[config.mk]
export PLATFORM = sky130hd
export DESIGN_NAME = mc_control_unit
export DESIGN_NICKNAME = d
export VERILOG_FILES = /design/src/rtl/mc_control_unit.sv
export SDC_FILE = /design/constraint.sdc
export NUM_CORES = 1
export LEC_CHECK = 0
export ABC_AREA = 1
export ABC_CLOCK_PERIOD_IN_PS = 2100
export BUFFER_PORTS_ARGS = -buffer_cell sky130_fd_sc_hd__buf_4
export CAP_MARGIN = 40
export CORE_MARGIN = 3
export CORE_UTILIZATION = 51
export DETAILED_ROUTE_END_ITERATION = 16
export GPL_TIMING_DRIVEN = 0
export PLACE_DENSITY = 0.81
export SLEW_MARGIN = 20
export SYNTH_ARGS = -nofsm -noshare
export SYNTH_HDL_FRONTEND = slang
export SYNTH_SLANG_ARGS = --single-unit
[constraint.sdc]
create_clock -name clk -period 2.1 [get_ports clk]
set_clock_uncertainty 0.15 [all_clocks]
set_input_delay 0 -clock clk [delete_from_list [all_inputs] [get_ports clk]]
set_output_delay 0 -clock clk [all_outputs]
set_load 0.1 [all_outputs]
[src/rtl/mc_control_unit.sv]
// Multi-cycle RV32I control FSM (R, I-arith, L, S) with data-memory handshake and traps.
// Define MEM_WAIT_EN to add the dmemReady port, the wait counter and the bus-timeout trap.
module mc_control_unit #(
    parameter int unsigned WAIT_MAX = 15
) (
    input  logic        clk,
    input  logic        reset,
    input  logic [31:0] instrCode,
`ifdef MEM_WAIT_EN
    input  logic        dmemReady,
`endif
    output logic        pcEn,
    output logic        regFileWe,
    output logic [3:0]  aluControl,
    output logic        aluSrcMuxSel,
    output logic        wdataSel,
    output logic        dataWe,
    output logic        dataRe,
    output logic        trap,
    output logic [1:0]  trapCause,
    output logic [31:0] instret,
    output logic [3:0]  state
);

    localparam int unsigned CNT_W = 8;

    localparam logic [6:0] OP_R = 7'b0110011;
    localparam logic [6:0] OP_I = 7'b0010011;
    localparam logic [6:0] OP_L = 7'b0000011;
    localparam logic [6:0] OP_S = 7'b0100011;

    typedef enum logic [3:0] {
        FETCH  = 4'd0,
        DECODE = 4'd1,
        R_EXE  = 4'd2,
        I_EXE  = 4'd3,
        S_EXE  = 4'd4,
        S_MEM  = 4'd5,
        L_EXE  = 4'd6,
        L_MEM  = 4'd7,
        L_WB   = 4'd8,
        TRAP   = 4'd9
    } state_t;

    state_t     state_q;
    state_t     state_d;
    logic [1:0] cause_d;
    logic       mem_done;
    logic       mem_timeout;

    logic [6:0] opcode;
    logic [2:0] funct3;
    assign opcode = instrCode[6:0];
    assign funct3 = instrCode[14:12];

    // Only opcode, funct3 and bit 30 steer control; the rest belongs to the datapath.
    logic unused_instr;
    assign unused_instr = ^{instrCode[31], instrCode[29:15], instrCode[11:7]};

`ifdef MEM_WAIT_EN
    logic [CNT_W-1:0] wait_cnt;

    // Ready wins over timeout when both land in the same cycle.
    assign mem_done    = dmemReady;
    assign mem_timeout = !dmemReady && (wait_cnt == CNT_W'(WAIT_MAX));

    // Counter is held at zero outside the memory states, so it is clear on entry.
    always_ff @(posedge clk or posedge reset) begin
        if (reset) begin
            wait_cnt <= '0;
        end else if (state_q != S_MEM && state_q != L_MEM) begin
            wait_cnt <= '0;
        end else if (!dmemReady) begin
            wait_cnt <= wait_cnt + CNT_W'(1);
        end
    end
`else
    logic unused_wait;
    assign mem_done    = 1'b1;
    assign mem_timeout = 1'b0;
    assign unused_wait = ^CNT_W'(WAIT_MAX);
`endif

    // ALU operation decode, independent of state.
    always_comb begin
        aluControl = 4'b0000;
        case (opcode)
            OP_R:    aluControl = {instrCode[30], funct3};
            OP_I:    aluControl = (funct3 == 3'b101) ? {instrCode[30], 3'b101}
                                                     : {1'b0, funct3};
            default: aluControl = 4'b0000;
        endcase
    end

    // Next-state and per-state control outputs.
    always_comb begin
        state_d      = state_q;
        cause_d      = 2'd0;
        pcEn         = 1'b0;
        regFileWe    = 1'b0;
        aluSrcMuxSel = 1'b0;
        wdataSel     = 1'b0;
        dataWe       = 1'b0;
        dataRe       = 1'b0;
        case (state_q)
            FETCH:  state_d = DECODE;
            DECODE: begin
                case (opcode)
                    OP_R:    state_d = R_EXE;
                    OP_I:    state_d = I_EXE;
                    OP_S:    state_d = S_EXE;
                    OP_L:    state_d = L_EXE;
                    default: begin
                        state_d = TRAP;
                        cause_d = 2'd1;
                    end
                endcase
            end
            R_EXE: begin
                regFileWe = 1'b1;
                pcEn      = 1'b1;
                state_d   = FETCH;
            end
            I_EXE: begin
                aluSrcMuxSel = 1'b1;
                regFileWe    = 1'b1;
                pcEn         = 1'b1;
                state_d      = FETCH;
            end
            S_EXE: begin
                aluSrcMuxSel = 1'b1;
                state_d      = S_MEM;
            end
            S_MEM: begin
                aluSrcMuxSel = 1'b1;
                dataWe       = 1'b1;
                if (mem_done) begin
                    pcEn    = 1'b1;
                    state_d = FETCH;
                end else if (mem_timeout) begin
                    state_d = TRAP;
                    cause_d = 2'd2;
                end
            end
            L_EXE: begin
                aluSrcMuxSel = 1'b1;
                state_d      = L_MEM;
            end
            L_MEM: begin
                aluSrcMuxSel = 1'b1;
                dataRe       = 1'b1;
                if (mem_done) begin
                    state_d = L_WB;
                end else if (mem_timeout) begin
                    state_d = TRAP;
                    cause_d = 2'd2;
                end
            end
            L_WB: begin
                aluSrcMuxSel = 1'b1;
                wdataSel     = 1'b1;
                regFileWe    = 1'b1;
                pcEn         = 1'b1;
                state_d      = FETCH;
            end
            TRAP:    state_d = TRAP;
            default: state_d = FETCH;
        endcase
    end

    // State, sticky trap flags and retired-instruction counter.
    always_ff @(posedge clk or posedge reset) begin
        if (reset) begin
            state_q   <= FETCH;
            trap      <= 1'b0;
            trapCause <= 2'd0;
            instret   <= 32'd0;
        end else begin
            state_q <= state_d;
            if (state_d == TRAP && state_q != TRAP) begin
                trap      <= 1'b1;
                trapCause <= cause_d;
            end
            if (pcEn) begin
                instret <= instret + 32'd1;
            end
        end
    end

    assign state = state_q;

endmodule

==> flow_summary.html, run 1 <==
<table>
<tr><th>Metric</th><th>Value</th></tr>
<tr><th colspan="2">Min path</th></tr>
<tr><td>Hold wc startpoint</td><td>instrCode[2]</td></tr>
<tr><td>Path class of the lowest-slack min-delay path</td><td>in2reg</td></tr>
<tr><th colspan="2">Synth</th></tr>
<tr><td>Number of cells produced by synthesis</td><td>381</td></tr>
<tr><td>Post-synthesis cell type with the largest combined area</td><td>sky130_fd_sc_hd__dfrtp_1</td></tr>
<tr><td>Register area share after synthesis</td><td>0.3880</td></tr>
<tr><td>Number of enable-type register cells in the synthesized netlist</td><td>0</td></tr>
<tr><td>Average cell area after synthesis</td><td>6.433 um^2</td></tr>
<tr><td>Net Count, Synth</td><td>416</td></tr>
<tr><td>FFs w/ async S/R, synth</td><td>1.000</td></tr>
<tr><td>Most used flip-flop cell after synthesis</td><td>sky130_fd_sc_hd__dfrtp_1</td></tr>
<tr><td>Ranking of synthesized cells by area</td><td>sky130_fd_sc_hd__dfrtp_1, sky130_fd_sc_hd__nand2_1, sky130_fd_sc_hd__nor2_1</td></tr>
<tr><td>Most frequent cells after synthesis</td><td>sky130_fd_sc_hd__nand2_1, sky130_fd_sc_hd__nor2_1, sky130_fd_sc_hd__inv_1</td></tr>
<tr><td>Most repeated cell in the gate-level netlist after synthesis</td><td>sky130_fd_sc_hd__nand2_1</td></tr>
<tr><td>Top-area cell type share of the netlist area</td><td>0.3880</td></tr>
<tr><td>Synthesis warning total</td><td>0</td></tr>
<tr><td>Netlist area before placement</td><td>2451 um^2</td></tr>
<tr><td>Distinct cell type count after synthesis</td><td>23</td></tr>
<tr><td>Count of state elements after synthesis</td><td>38</td></tr>
<tr><th colspan="2">Placed design</th></tr>
<tr><td>Pre-CTS setup slack</td><td>254.5 ps</td></tr>
<tr><td>Dpl cell area</td><td>3012 um^2</td></tr>
<tr><td>GPL Wtd Cong</td><td>0.8660</td></tr>
<tr><td>Number of cells after detailed placement</td><td>494</td></tr>
<tr><td>Final HPWL DP</td><td>4867 um</td></tr>
<tr><td>Input/output buffers</td><td>60</td></tr>
<tr><th colspan="2">Floorplanning</th></tr>
<tr><td>Die footprint</td><td>5674 um^2</td></tr>
<tr><td>Num ports</td><td>83</td></tr>
<tr><td>Die extent in x</td><td>75.33 um</td></tr>
<tr><td>Core area</td><td>4504 um^2</td></tr>
<tr><td>Vertical die dimension</td><td>75.33 um</td></tr>
<tr><td>Number of core rows</td><td>24</td></tr>
<tr><td>Starting utilization of the core area</td><td>0.5442</td></tr>
<tr><th colspan="2">STA</th></tr>
<tr><td>Hold Slack</td><td>10.28 ps</td></tr>
<tr><td>Timing-limited maximum frequency</td><td>0.4952 GHz</td></tr>
<tr><td>Final Hold Fails</td><td>0</td></tr>
<tr><td>Post-layout worst setup margin</td><td>80.72 ps</td></tr>
<tr><td># setup viols final</td><td>0</td></tr>
<tr><td>Share of the clock period used by the worst path</td><td>0.9616</td></tr>
<tr><td>Final-report max-slew violation count</td><td>0</td></tr>
<tr><td>Clock period minus worst slack</td><td>2019 ps</td></tr>
<tr><th colspan="2">Finish</th></tr>
<tr><td>Total non-filler cell area in the finished layout</td><td>3178 um^2</td></tr>
<tr><td>Non-filler instance count after layout</td><td>509</td></tr>
<tr><td>Count of nets after finishing</td><td>491</td></tr>
<tr><td>Share of final-layout standard cells stronger than drive strength 1</td><td>0.2254</td></tr>
<tr><td>Antenna cells</td><td>0</td></tr>
<tr><td>Area growth from synthesis to layout</td><td>29.66%</td></tr>
<tr><td>Count of filler cells inserted in the layout</td><td>386</td></tr>
<tr><th colspan="2">Critical path</th></tr>
<tr><td>Buffers &amp; Inverters on Critical Path</td><td>1</td></tr>
<tr><td>Slowest cell on the critical path</td><td>sky130_fd_sc_hd__dlygate4sd3_1</td></tr>
<tr><td>Startpoint of the worst setup timing path</td><td>state[2]</td></tr>
<tr><td>Sort of element at the start of the critical path</td><td>flop</td></tr>
<tr><td>Crit path largest cell delay</td><td>600 ps</td></tr>
<tr><td>Kind of cell adding the most delay to the critical path</td><td>buffers and inverters</td></tr>
<tr><td>Worst Path Max Fanout</td><td>6</td></tr>
<tr><td>Flop-to-flop setup slack</td><td>80 ps</td></tr>
<tr><td>Crit path arrival time</td><td>2100 ps</td></tr>
<tr><td>Data required time of the critical path</td><td>2180 ps</td></tr>
<tr><td>Kind of end point of the critical path</td><td>flop</td></tr>
<tr><td>Critical setup path kind</td><td>reg2reg</td></tr>
<tr><td>Reg-to-reg critical path startpoint</td><td>state[2]</td></tr>
<tr><td>CP Cell Sequence</td><td>nor4_2 -&gt; nand3_1 -&gt; o21ai_0 -&gt; dlygate4sd3_1</td></tr>
<tr><th colspan="2">Run status</th></tr>
<tr><td>Run status</td><td>completed</td></tr>
<tr><th colspan="2">GRT</th></tr>
<tr><td>First-pass GRT wire length</td><td>11100 um</td></tr>
<tr><td>Vias in the first global route</td><td>2534</td></tr>
<tr><td>Number of antenna violations at the first check in global routing</td><td>0</td></tr>
<tr><td>Remaining global-route overflow</td><td>0</td></tr>
<tr><td>Tot GR Track Use</td><td>0.2547</td></tr>
<tr><td>Maximum number of pins on one net before global-route repair</td><td>35</td></tr>
<tr><th colspan="2">Clocking</th></tr>
<tr><td>Clock tree from TritonCTS</td><td>yes</td></tr>
<tr><td>Post-CTS setup-driven buffer insertion count</td><td>0</td></tr>
<tr><td>Root buffer selected by CTS</td><td>sky130_fd_sc_hd__clkbuf_8</td></tr>
<tr><td>Number of clock sinks</td><td>38</td></tr>
<tr><td>Clock Latency Late Sink</td><td>300 ps</td></tr>
<tr><td>Number of buffers on the longest clock path</td><td>2</td></tr>
<tr><td>Clock transition at the register clock pins on the worst setup and hold paths after CTS</td><td>70 ps</td></tr>
<tr><td>CTS Buf Count</td><td>5</td></tr>
<tr><td>Clock H-tree levels</td><td>2</td></tr>
<tr><th colspan="2">Detailed routing</th></tr>
<tr><td>Total DRC errors in the routed layout</td><td>0</td></tr>
<tr><td>Final antenna-violating net count</td><td>0</td></tr>
<tr><td>Overall routed net length</td><td>6520 um</td></tr>
<tr><td>DRC marker count from the first detailed-route iteration</td><td>181</td></tr>
<tr><td>Post-detailed-route wirelength per cell</td><td>12.81 um</td></tr>
<tr><td>Via count of the routed design</td><td>2581</td></tr>
<tr><td>Number of iterations in the first detailed-routing pass</td><td>4</td></tr>
<tr><td>DR vias/cell</td><td>5.071</td></tr>
<tr><th colspan="2">Pwr</th></tr>
<tr><td>Static leakage power</td><td>1.558 nW</td></tr>
<tr><td>Max rail drop VDD</td><td>0.8752 mV</td></tr>
<tr><td>Overall power after layout</td><td>0.002871 W</td></tr>
<tr><td>Total power density per cell area</td><td>903.4 nW/um^2</td></tr>
<tr><th colspan="2">Run</th></tr>
<tr><td>Count of maximum capacitance violations</td><td>0</td></tr>
</table>
## cell type report
cell class / count / area, um^2 / area share
plain buffers: 5 / 45.04 / 0.01417
flip-flops and latches: 38 / 970.9 / 0.3055
multi-input cells: 291 / 1290 / 0.4059
inverters: 47 / 176.4 / 0.05551
clock buffers: 8 / 90.09 / 0.02835
repair buffers: 68 / 540.5 / 0.1701
well taps: 52 / 65.06 / 0.02047
## cells by family after synthesis
logic type,after synthesis,synth area share
AOI/OAI and AO/OA,8,0.01685
and+or+nand+nor,267,0.4482
DFF,38,0.3880
buffers and inverters,52,0.09035
other,1,0.001530
adders and majority gates,1,0.005104
xor gates and xnor gates,14,0.05003
## registers in the layout, indices dropped and copies added (netlist names)
register / cells
state: 4
trapCause: 1
instret: 32
trap: 1
## routing by layer
metal  up-vias  GRT usage  wire length (um)
met5         -          0                 0
li1       1297          -                 -
met3        20    0.04881               393
met4         0     0.1049               177
met1      1175     0.3022              2721
met2        89     0.4497              3228
## path summary, 6_finish.rpt
path / to / depth (start not counted)
min in group asynchronous: instret[17] / 4
worst max register to register: state[2] / 4
worst max-delay path: state[2] / 4
worst min register to register: trapCause[0] / 2
worst min-delay path: trap / 5
max in group asynchronous: instret[1] / 5
## stage by stage
stage | utilization | setup TNS, ps
global placement | 0.6642 | 0
floorplan | - | 0
global route | 0.7056 | -13.09
detailed placement | 0.6686 | 0
finish | 0.7056 | 0
CTS | 0.7042 | 0
## repair_timing
action / 4_1_cts / 5_1_grt
endpoints found under the hold margin: 44 / 0
endpoints found under the setup margin: 0 / 2
hold buffers: 7 / 0
resized for setup: 0 / 1
## power by group
part | internal, W | switching [W]
Combinational | 0.000317 | 0.00113
Clock | 0.000268 | 0.000264
Sequential | 0.000806 | 0.0000877
## tightest hold or removal path: stages
cell,delay [ps]
sky130_fd_sc_hd__buf_4,80
sky130_fd_sc_hd__nor2_1,30
sky130_fd_sc_hd__nand3_1,80
sky130_fd_sc_hd__o21ai_0,150
sky130_fd_sc_hd__nand2_1,90
## cell usage in the layout (no fill, tap or decap), types with 2 or more instances in the layout
cell,instances
sky130_fd_sc_hd__dfrtp_2,16
sky130_fd_sc_hd__nand3_1,20
sky130_fd_sc_hd__nand3_2,2
sky130_fd_sc_hd__nand2_1,169
sky130_fd_sc_hd__dlygate4sd3_1,7
sky130_fd_sc_hd__nor2_2,6
sky130_fd_sc_hd__buf_6,2
sky130_fd_sc_hd__xor2_1,7
sky130_fd_sc_hd__clkbuf_1,2
sky130_fd_sc_hd__clkbuf_8,6
sky130_fd_sc_hd__xnor2_1,7
sky130_fd_sc_hd__nand4_1,3
sky130_fd_sc_hd__inv_1,46
sky130_fd_sc_hd__nand2_2,2
sky130_fd_sc_hd__o21ai_0,6
sky130_fd_sc_hd__dfrtp_1,22
sky130_fd_sc_hd__buf_4,63
sky130_fd_sc_hd__nor2_1,60
Note: power is estimated with default switching activity, not from simulation.
==> run 2: changes to the inputs <==
--- a/config.mk
+++ b/config.mk
@@ -7,7 +7,7 @@
 export LEC_CHECK = 0
 export ABC_AREA = 1
 export ABC_CLOCK_PERIOD_IN_PS = 2100
-export BUFFER_PORTS_ARGS = -buffer_cell sky130_fd_sc_hd__buf_4
+export BUFFER_PORTS_ARGS = -buffer_cell sky130_fd_sc_hd__buf_2
 export CAP_MARGIN = 40
 export CORE_MARGIN = 3
 export CORE_UTILIZATION = 51
==> flow_summary.html, run 2 (synthesis results as in run 1) <==
<table>
<tr><th>Metric</th><th>Value</th></tr>
<tr><th colspan="2">Clocking</th></tr>
<tr><td>Root buffer selected by CTS</td><td>sky130_fd_sc_hd__clkbuf_8 (unchanged)</td></tr>
<tr><td>Clock transition at the register clock pins on the worst setup and hold paths after CTS</td><td>80 ps (was 70 ps)</td></tr>
<tr><td>Clock Latency Late Sink</td><td>300 ps (about the same)</td></tr>
<tr><td>Number of buffers on the longest clock path</td><td>2 (unchanged)</td></tr>
<tr><td>Clock tree from TritonCTS</td><td>yes (unchanged)</td></tr>
<tr><td>Number of clock sinks</td><td>38 (unchanged)</td></tr>
<tr><td>CTS Buf Count</td><td>5 (unchanged)</td></tr>
<tr><td>Clock H-tree levels</td><td>2 (unchanged)</td></tr>
<tr><th colspan="2">Finish</th></tr>
<tr><td>Flip-flop count of the largest register, all copies and words added</td><td>32 (unchanged)</td></tr>
<tr><td>Non-filler instance count after layout</td><td>514 (was 509)</td></tr>
<tr><td>Share of final-layout standard cells stronger than drive strength 1</td><td>0.2273 (was 0.2254)</td></tr>
<tr><td>Area growth from synthesis to layout</td><td>26.19% (was 29.66%)</td></tr>
<tr><td>Utilization after layout</td><td>0.6867 (was 0.7056)</td></tr>
<tr><td>Count of nets after finishing</td><td>496 (was 491)</td></tr>
<tr><td>Register containing the most flip-flops in the final layout</td><td>instret (unchanged)</td></tr>
<tr><td>Total non-filler cell area in the finished layout</td><td>3093 um^2 (was 3178 um^2)</td></tr>
<tr><td>Leading cell type in the layout, fill and taps excluded</td><td>sky130_fd_sc_hd__nand2_1 (unchanged)</td></tr>
<tr><td>Most used cells in the layout excluding fill and tap cells</td><td>sky130_fd_sc_hd__nand2_1, sky130_fd_sc_hd__nor2_1, sky130_fd_sc_hd__buf_2 (was sky130_fd_sc_hd__nand2_1, sky130_fd_sc_hd__buf_4, sky130_fd_sc_hd__nor2_1)</td></tr>
<tr><td>Antenna cells</td><td>0 (unchanged)</td></tr>
<tr><th colspan="2">Detailed routing</th></tr>
<tr><td>Via count of the routed design</td><td>2597 (was 2581)</td></tr>
<tr><td>Post-detailed-route wirelength per cell</td><td>12.74 um (was 12.81 um)</td></tr>
<tr><td>Total DRC errors in the routed layout</td><td>0 (unchanged)</td></tr>
<tr><td>Number of iterations in the first detailed-routing pass</td><td>5 (was 4)</td></tr>
<tr><td>DRC marker count from the first detailed-route iteration</td><td>154 (was 181)</td></tr>
<tr><td>Overall routed net length</td><td>6546 um (was 6520 um)</td></tr>
<tr><td>DR vias/cell</td><td>5.053 (was 5.071)</td></tr>
<tr><td>Final antenna-violating net count</td><td>0 (unchanged)</td></tr>
<tr><th colspan="2">Floorplanning</th></tr>
<tr><td>Vertical die dimension</td><td>75.33 um (unchanged)</td></tr>
<tr><td>Core area</td><td>4504 um^2 (unchanged)</td></tr>
<tr><td>Num ports</td><td>83 (unchanged)</td></tr>
<tr><td>Number of core rows</td><td>24 (unchanged)</td></tr>
<tr><td>Die extent in x</td><td>75.33 um (unchanged)</td></tr>
<tr><td>Die footprint</td><td>5674 um^2 (unchanged)</td></tr>
<tr><td>Starting utilization of the core area</td><td>0.5442 (unchanged)</td></tr>
<tr><th colspan="2">Placed design</th></tr>
<tr><td>GPL Wtd Cong</td><td>0.9400 (was 0.8660)</td></tr>
<tr><td>Dpl cell area</td><td>2869 um^2 (was 3012 um^2)</td></tr>
<tr><td>Number of cells after detailed placement</td><td>494 (unchanged)</td></tr>
<tr><td>Input/output buffers</td><td>60 (unchanged)</td></tr>
<tr><td>Final HPWL DP</td><td>4750 um (was 4867 um)</td></tr>
<tr><th colspan="2">GRT</th></tr>
<tr><td>Remaining global-route overflow</td><td>0 (unchanged)</td></tr>
<tr><td>First-pass GRT wire length</td><td>10740 um (was 11100 um)</td></tr>
<tr><td>Number of antenna violations at the first check in global routing</td><td>0 (unchanged)</td></tr>
<tr><td>Tot GR Track Use</td><td>0.2511 (was 0.2547)</td></tr>
<tr><td>Maximum number of pins on one net before global-route repair</td><td>23 (was 35)</td></tr>
<tr><td>Vias in the first global route</td><td>2389 (was 2534)</td></tr>
<tr><th colspan="2">STA</th></tr>
<tr><td>Final Hold Fails</td><td>0 (unchanged)</td></tr>
<tr><td>Timing-limited maximum frequency</td><td>0.5044 GHz (was 0.4952 GHz)</td></tr>
<tr><td>Unrepaired setup endpoints after global routing</td><td>false</td></tr>
<tr><td>Setup TNS Final</td><td>0 ps (unchanged)</td></tr>
<tr><td># setup viols final</td><td>0 (unchanged)</td></tr>
<tr><td>Clock period minus worst slack</td><td>1983 ps (was 2019 ps)</td></tr>
<tr><td>Final-report max-slew violation count</td><td>0 (unchanged)</td></tr>
<tr><td>Share of the clock period used by the worst path</td><td>0.9441 (was 0.9616)</td></tr>
<tr><th colspan="2">Run status</th></tr>
<tr><td>Run status</td><td>completed (unchanged)</td></tr>
<tr><th colspan="2">Critical path</th></tr>
<tr><td>Worst Path Max Fanout</td><td>10 (was 6)</td></tr>
<tr><td>Kind of end point of the critical path</td><td>output port (was flop)</td></tr>
<tr><td>Crit path arrival time</td><td>1830 ps (was 2100 ps)</td></tr>
<tr><td>Startpoint of the worst setup timing path</td><td>state[1] (was state[2])</td></tr>
<tr><td>Critical setup path kind</td><td>reg2out (was reg2reg)</td></tr>
<tr><td>Reg-to-reg critical path startpoint</td><td>state[2] (unchanged)</td></tr>
<tr><td>Data required time of the critical path</td><td>1950 ps (was 2180 ps)</td></tr>
<tr><td>Sort of element at the start of the critical path</td><td>flop (unchanged)</td></tr>
<tr><th colspan="2">Pwr</th></tr>
<tr><td>Part of the total power dissipated in sequential elements</td><td>0.312 (was 0.311)</td></tr>
<tr><td>Logic pwr share</td><td>0.499 (was 0.503)</td></tr>
<tr><td>Internal Dissipation</td><td>0.001370 W (was 0.001391 W)</td></tr>
<tr><td>Part of the power in the clock network</td><td>0.189 (was 0.185)</td></tr>
<tr><td>Static leakage power</td><td>1.566 nW (was 1.558 nW)</td></tr>
<tr><td>Max rail drop VDD</td><td>0.9315 mV (was 0.8752 mV)</td></tr>
<tr><td>Switching share of total power</td><td>0.5218 (was 0.5155)</td></tr>
<tr><td>Switching power summed over all nets</td><td>0.001495 W (was 0.001480 W)</td></tr>
<tr><td>Total power density per cell area</td><td>926.5 nW/um^2 (was 903.4 nW/um^2)</td></tr>
<tr><th colspan="2">Min path</th></tr>
<tr><td>Path class of the lowest-slack min-delay path</td><td>in2reg (unchanged)</td></tr>
<tr><td>Hold wc startpoint</td><td>instrCode[3] (was instrCode[2])</td></tr>
<tr><th colspan="2">Run</th></tr>
<tr><td>Count of maximum capacitance violations</td><td>0 (unchanged)</td></tr>
</table>
[run 2: changes by cell type in the layout (fill, tap and decap cells not counted), sizes merged]
| cell | change |
|---|---|
| dlygate4sd3 | +5 |
| clkbuf | -2 |
| clkinv | +1 |
| clkinvlp | +1 |
[run 2: critical path, cell delays in order, from the launching register on]
cell and delay (ps):
sky130_fd_sc_hd__dfrtp_2 450, sky130_fd_sc_hd__nor2_1 190, sky130_fd_sc_hd__nand2_2 120, sky130_fd_sc_hd__nand3_4 150
sky130_fd_sc_hd__buf_6 170, sky130_fd_sc_hd__buf_6 150, sky130_fd_sc_hd__buf_4 300
[run 2: power groups by stage]
stage	clock, W	sequential, W	combinational, W
CTS	0.000545	0.000888	0.00142
finish	0.000542	0.000893	0.00143
global route	0.000586	0.000905	0.00151
detailed placement	0	0.000898	0.00135
global placement	0	0.000896	0.00133
floorplan	0	0.00133	0.000680
[run 2: what timing repair did]
action	CTS	global route
buffers inserted	0	0
endpoints found under the setup margin	0	6
gates resized for setup	0	3
hold endpoints to repair	44	0
hold buffers	12	0
[run 2: area by class of cell]
| class | count | area, um^2 |
|---|---|---|
| sequential | 38 | 970.9 |
| inverter | 47 | 176.4 |
| multi-input combinational | 291 | 1290 |
| timing repair buffer | 73 | 450.4 |
| tap | 52 | 65.06 |
| clock buffer | 6 | 82.58 |
| buffer | 5 | 45.04 |
| fill | 400 | 1411 |
| clock inverter | 2 | 12.51 |
[run 2: final timing paths]
kind / slack (ps) / cells past startpoint / endpoint
hold / removal: 40 / 7 / state[0]
hold reg to reg: 320 / 2 / trapCause[0]
max in group asynchronous: 1210 / 4 / instret[14]
setup / recovery: 120 / 6 / pcEn
setup reg to reg: 170 / 4 / trap
min in group asynchronous: 130 / 3 / trapCause[0]
[run 2: layer usage]
layer  up-vias  track usage  share of wire
met1      1180       0.3005           0.42
met5         -            0              0
met2        87       0.4276           0.49
met3        20      0.05409          0.057
met4         0       0.1204          0.034
li1       1310            -              -
[run 2: metrics by stage]
stage	setup WS [ps]	hold WS, ps	total power (W)
2_1_floorplan	4.963	-46.21	0.002006
3_3_place_gp	322.1	88.31	0.002230
3_5_place_dp	291.1	-129.9	0.002248
4_1_cts	11.31	10.16	0.002850
5_1_grt	8.889	94.93	0.003007
6_report	117.3	37.64	0.002866
==> run 3: changes to the inputs <==
==> constraint.sdc (replaced) <==
create_clock -name clk -period 2.1 [get_ports clk]
set_clock_uncertainty 0.15 [all_clocks]
set_input_delay 0.105 -clock clk [delete_from_list [all_inputs] [get_ports clk]]
set_output_delay 0.105 -clock clk [all_outputs]
set_load 0.1 [all_outputs]
==> flow_summary.html, run 3 (synthesis results as in run 1) <==
<table>
<tr><th>Metric</th><th>Value</th></tr>
<tr><th colspan="2">Run status</th></tr>
<tr><td>Run status</td><td>completed (unchanged)</td></tr>
<tr><th colspan="2">Placed design</th></tr>
<tr><td>Final HPWL DP</td><td>4750 um (unchanged)</td></tr>
<tr><td>Input/output buffers</td><td>60 (unchanged)</td></tr>
<tr><td>GPL Wtd Cong</td><td>0.9400 (unchanged)</td></tr>
<tr><td>Number of cells after detailed placement</td><td>494 (unchanged)</td></tr>
<tr><td>Dpl cell area</td><td>2869 um^2 (unchanged)</td></tr>
<tr><th colspan="2">Finish</th></tr>
<tr><td>Area growth from synthesis to layout</td><td>22.97% (was 26.19%)</td></tr>
<tr><td>Register containing the most flip-flops in the final layout</td><td>instret (unchanged)</td></tr>
<tr><td>Count of nets after finishing</td><td>488 (was 496)</td></tr>
<tr><td>Flip-flop count of the largest register, all copies and words added</td><td>32 (unchanged)</td></tr>
<tr><td>Leading cell type in the layout, fill and taps excluded</td><td>sky130_fd_sc_hd__nand2_1 (unchanged)</td></tr>
<tr><td>Most used cells in the layout excluding fill and tap cells</td><td>sky130_fd_sc_hd__nand2_1, sky130_fd_sc_hd__nor2_1, sky130_fd_sc_hd__buf_2 (unchanged)</td></tr>
<tr><td>Count of filler cells inserted in the layout</td><td>418 (was 400)</td></tr>
<tr><td>Non-filler instance count after layout</td><td>506 (was 514)</td></tr>
<tr><td>Antenna cells</td><td>0 (unchanged)</td></tr>
<tr><td>Share of final-layout standard cells stronger than drive strength 1</td><td>0.2291 (was 0.2273)</td></tr>
<tr><td>Total non-filler cell area in the finished layout</td><td>3014 um^2 (was 3093 um^2)</td></tr>
<tr><th colspan="2">Clocking</th></tr>
<tr><td>Clock H-tree levels</td><td>2 (unchanged)</td></tr>
<tr><td>Root buffer selected by CTS</td><td>sky130_fd_sc_hd__clkbuf_8 (unchanged)</td></tr>
<tr><td>Clock tree from TritonCTS</td><td>yes (unchanged)</td></tr>
<tr><td>Clock transition at the register clock pins on the worst setup and hold paths after CTS</td><td>80 ps (about the same)</td></tr>
<tr><td>Post-CTS setup-driven buffer insertion count</td><td>0 (unchanged)</td></tr>
<tr><td>Number of clock sinks</td><td>38 (unchanged)</td></tr>
<tr><td>Clock Latency Late Sink</td><td>290 ps (was 300 ps)</td></tr>
<tr><td>CTS Buf Count</td><td>5 (unchanged)</td></tr>
<tr><td>Number of buffers on the longest clock path</td><td>2 (unchanged)</td></tr>
<tr><th colspan="2">GRT</th></tr>
<tr><td>First-pass GRT wire length</td><td>10140 um (was 10740 um)</td></tr>
<tr><td>Number of antenna violations at the first check in global routing</td><td>0 (unchanged)</td></tr>
<tr><td>Maximum number of pins on one net before global-route repair</td><td>23 (unchanged)</td></tr>
<tr><td>Tot GR Track Use</td><td>0.2370 (was 0.2511)</td></tr>
<tr><td>Remaining global-route overflow</td><td>0 (unchanged)</td></tr>
<tr><td>Vias in the first global route</td><td>2296 (was 2389)</td></tr>
<tr><th colspan="2">Detailed routing</th></tr>
<tr><td>DRC marker count from the first detailed-route iteration</td><td>121 (was 154)</td></tr>
<tr><td>Met2 routed WL</td><td>3053 um (was 3226 um)</td></tr>
<tr><td>Final antenna-violating net count</td><td>0 (unchanged)</td></tr>
<tr><td>Overall routed net length</td><td>6230 um (was 6546 um)</td></tr>
<tr><td>Number of iterations in the first detailed-routing pass</td><td>4 (was 5)</td></tr>
<tr><td>Total DRC errors in the routed layout</td><td>0 (unchanged)</td></tr>
<tr><td>Met1 WL</td><td>2671 um (was 2726 um)</td></tr>
<tr><td>Via count of the routed design</td><td>2496 (was 2597)</td></tr>
<tr><td>DR vias/cell</td><td>4.933 (was 5.053)</td></tr>
<tr><td>Amount of wire on met3 after detailed routing</td><td>365 um (was 372 um)</td></tr>
<tr><td>Max Used Layer</td><td>met4 (unchanged)</td></tr>
<tr><td>Post-detailed-route wirelength per cell</td><td>12.31 um (was 12.74 um)</td></tr>
<tr><th colspan="2">STA</th></tr>
<tr><td>Unrepaired setup endpoints after global routing</td><td>false (unchanged)</td></tr>
<tr><td>Timing-limited maximum frequency</td><td>0.5055 GHz (was 0.5044 GHz)</td></tr>
<tr><td>Setup TNS Final</td><td>0 ps (unchanged)</td></tr>
<tr><td>Share of the clock period used by the worst path</td><td>0.9420 (was 0.9441)</td></tr>
<tr><td>Clock period minus worst slack</td><td>1978 ps (was 1983 ps)</td></tr>
<tr><td>Final-report max-slew violation count</td><td>0 (unchanged)</td></tr>
<tr><td>Final Hold Fails</td><td>0 (unchanged)</td></tr>
<tr><td># setup viols final</td><td>0 (unchanged)</td></tr>
<tr><th colspan="2">Run</th></tr>
<tr><td>Count of maximum capacitance violations</td><td>0 (unchanged)</td></tr>
<tr><th colspan="2">Critical path</th></tr>
<tr><td>Crit path largest cell delay</td><td>450 ps (about the same)</td></tr>
<tr><td>Top cell by count, worst path</td><td>sky130_fd_sc_hd__buf_6 (unchanged)</td></tr>
<tr><td>Crit path arrival time</td><td>1720 ps (was 1830 ps)</td></tr>
<tr><td>CP Cell Sequence</td><td>nor2_1 -&gt; nand2_2 -&gt; nand3_4 -&gt; buf_6 -&gt; buf_6 -&gt; buf_8 (was nor2_1 -&gt; nand2_2 -&gt; nand3_4 -&gt; buf_6 -&gt; buf_6 -&gt; buf_4)</td></tr>
<tr><td>Kind of end point of the critical path</td><td>output port (unchanged)</td></tr>
<tr><td>Slowest cell on the critical path</td><td>sky130_fd_sc_hd__dfrtp_2 (unchanged)</td></tr>
<tr><td>Data required time of the critical path</td><td>1850 ps (was 1950 ps)</td></tr>
<tr><td>Critical setup path kind</td><td>reg2out (unchanged)</td></tr>
<tr><td>Worst Path Max Fanout</td><td>10 (unchanged)</td></tr>
<tr><td>Sort of element at the start of the critical path</td><td>flop (unchanged)</td></tr>
<tr><th colspan="2">Floorplanning</th></tr>
<tr><td>Vertical die dimension</td><td>75.33 um (unchanged)</td></tr>
<tr><td>Die extent in x</td><td>75.33 um (unchanged)</td></tr>
<tr><td>Starting utilization of the core area</td><td>0.5442 (unchanged)</td></tr>
<tr><td>Die footprint</td><td>5674 um^2 (unchanged)</td></tr>
<tr><td>Num ports</td><td>83 (unchanged)</td></tr>
<tr><td>Core area</td><td>4504 um^2 (unchanged)</td></tr>
<tr><td>Number of core rows</td><td>24 (unchanged)</td></tr>
<tr><th colspan="2">Pwr</th></tr>
<tr><td>Max rail drop VDD</td><td>0.9237 mV (was 0.9315 mV)</td></tr>
<tr><td>Total power density per cell area</td><td>932.8 nW/um^2 (was 926.5 nW/um^2)</td></tr>
<tr><td>Static leakage power</td><td>1.534 nW (was 1.566 nW)</td></tr>
<tr><td>Overall power after layout</td><td>0.002812 W (was 0.002866 W)</td></tr>
<tr><th colspan="2">Min path</th></tr>
<tr><td>Path class of the lowest-slack min-delay path</td><td>in2reg (unchanged)</td></tr>
</table>
==> run 3: power breakdown <==
part / internal (W) / switching [W]
clock: 0.000264 / 0.000272
sequential: 0.000806 / 0.0000822
combinational: 0.000266 / 0.00112
total: 0.00134 / 0.00148
==> run 3: final timing paths <==
path | start | end | slack (ps) | cells past startpoint
min in group asynchronous | reset | instret[30] | 200 | 3
worst max register to register | state[2] | state[1] | 170 | 4
worst max-delay path | state[1] | pcEn | 120 | 6
max in group asynchronous | reset | instret[14] | 1140 | 4
worst min register to register | trapCause[0] | trapCause[0] | 320 | 2
worst min-delay path | instrCode[6] | trapCause[0] | 20 | 3
==> run 3: layout make-up <==
class	count	area [um^2]	area share
Buffer	5	45.04	0.01494
Clock buffer	6	82.58	0.02740
Clock inverter	2	12.51	0.004151
Inverter	47	176.4	0.05853
Multi-Input combinational cell	291	1284	0.4259
Sequential cell	38	970.9	0.3221
Tap cell	52	65.06	0.02159
Timing Repair Buffer	65	377.9	0.1254
==> run 3: critical path, delay by kind of cell (launching register included) <==
kind,cells,cell delay [ps]
buffers and inverters,3,530
flip-flops,1,450
AND/OR/NAND/NOR,3,440
==> run 3: timing repair <==
item                                    in CTS  in global routing
hold endpoints to repair                    40                  0
endpoints found under the setup margin       1                  1
hold buffers                                 4                  0
resized for setup                            1                  2
pin swaps                                    0                  0
==> run 3: through the flow <==
stage	util	hold WS, ps	setup slack (ps)
floorplan	-	58.79	4.963
global placement	0.6308	193.3	269.3
detailed placement	0.6369	-24.91	238.9
CTS	0.6675	4.524	41.76
global route	0.6692	28.97	3.652
finish	0.6692	17.55	121.9
==> run 3: layer usage <==
layer | GRT usage | up-vias
li1 | - | 1294
met1 | 0.2911 | 1116
met2 | 0.4046 | 74
met3 | 0.05013 | 12
met4 | 0.09515 | 0
met5 | 0 | -
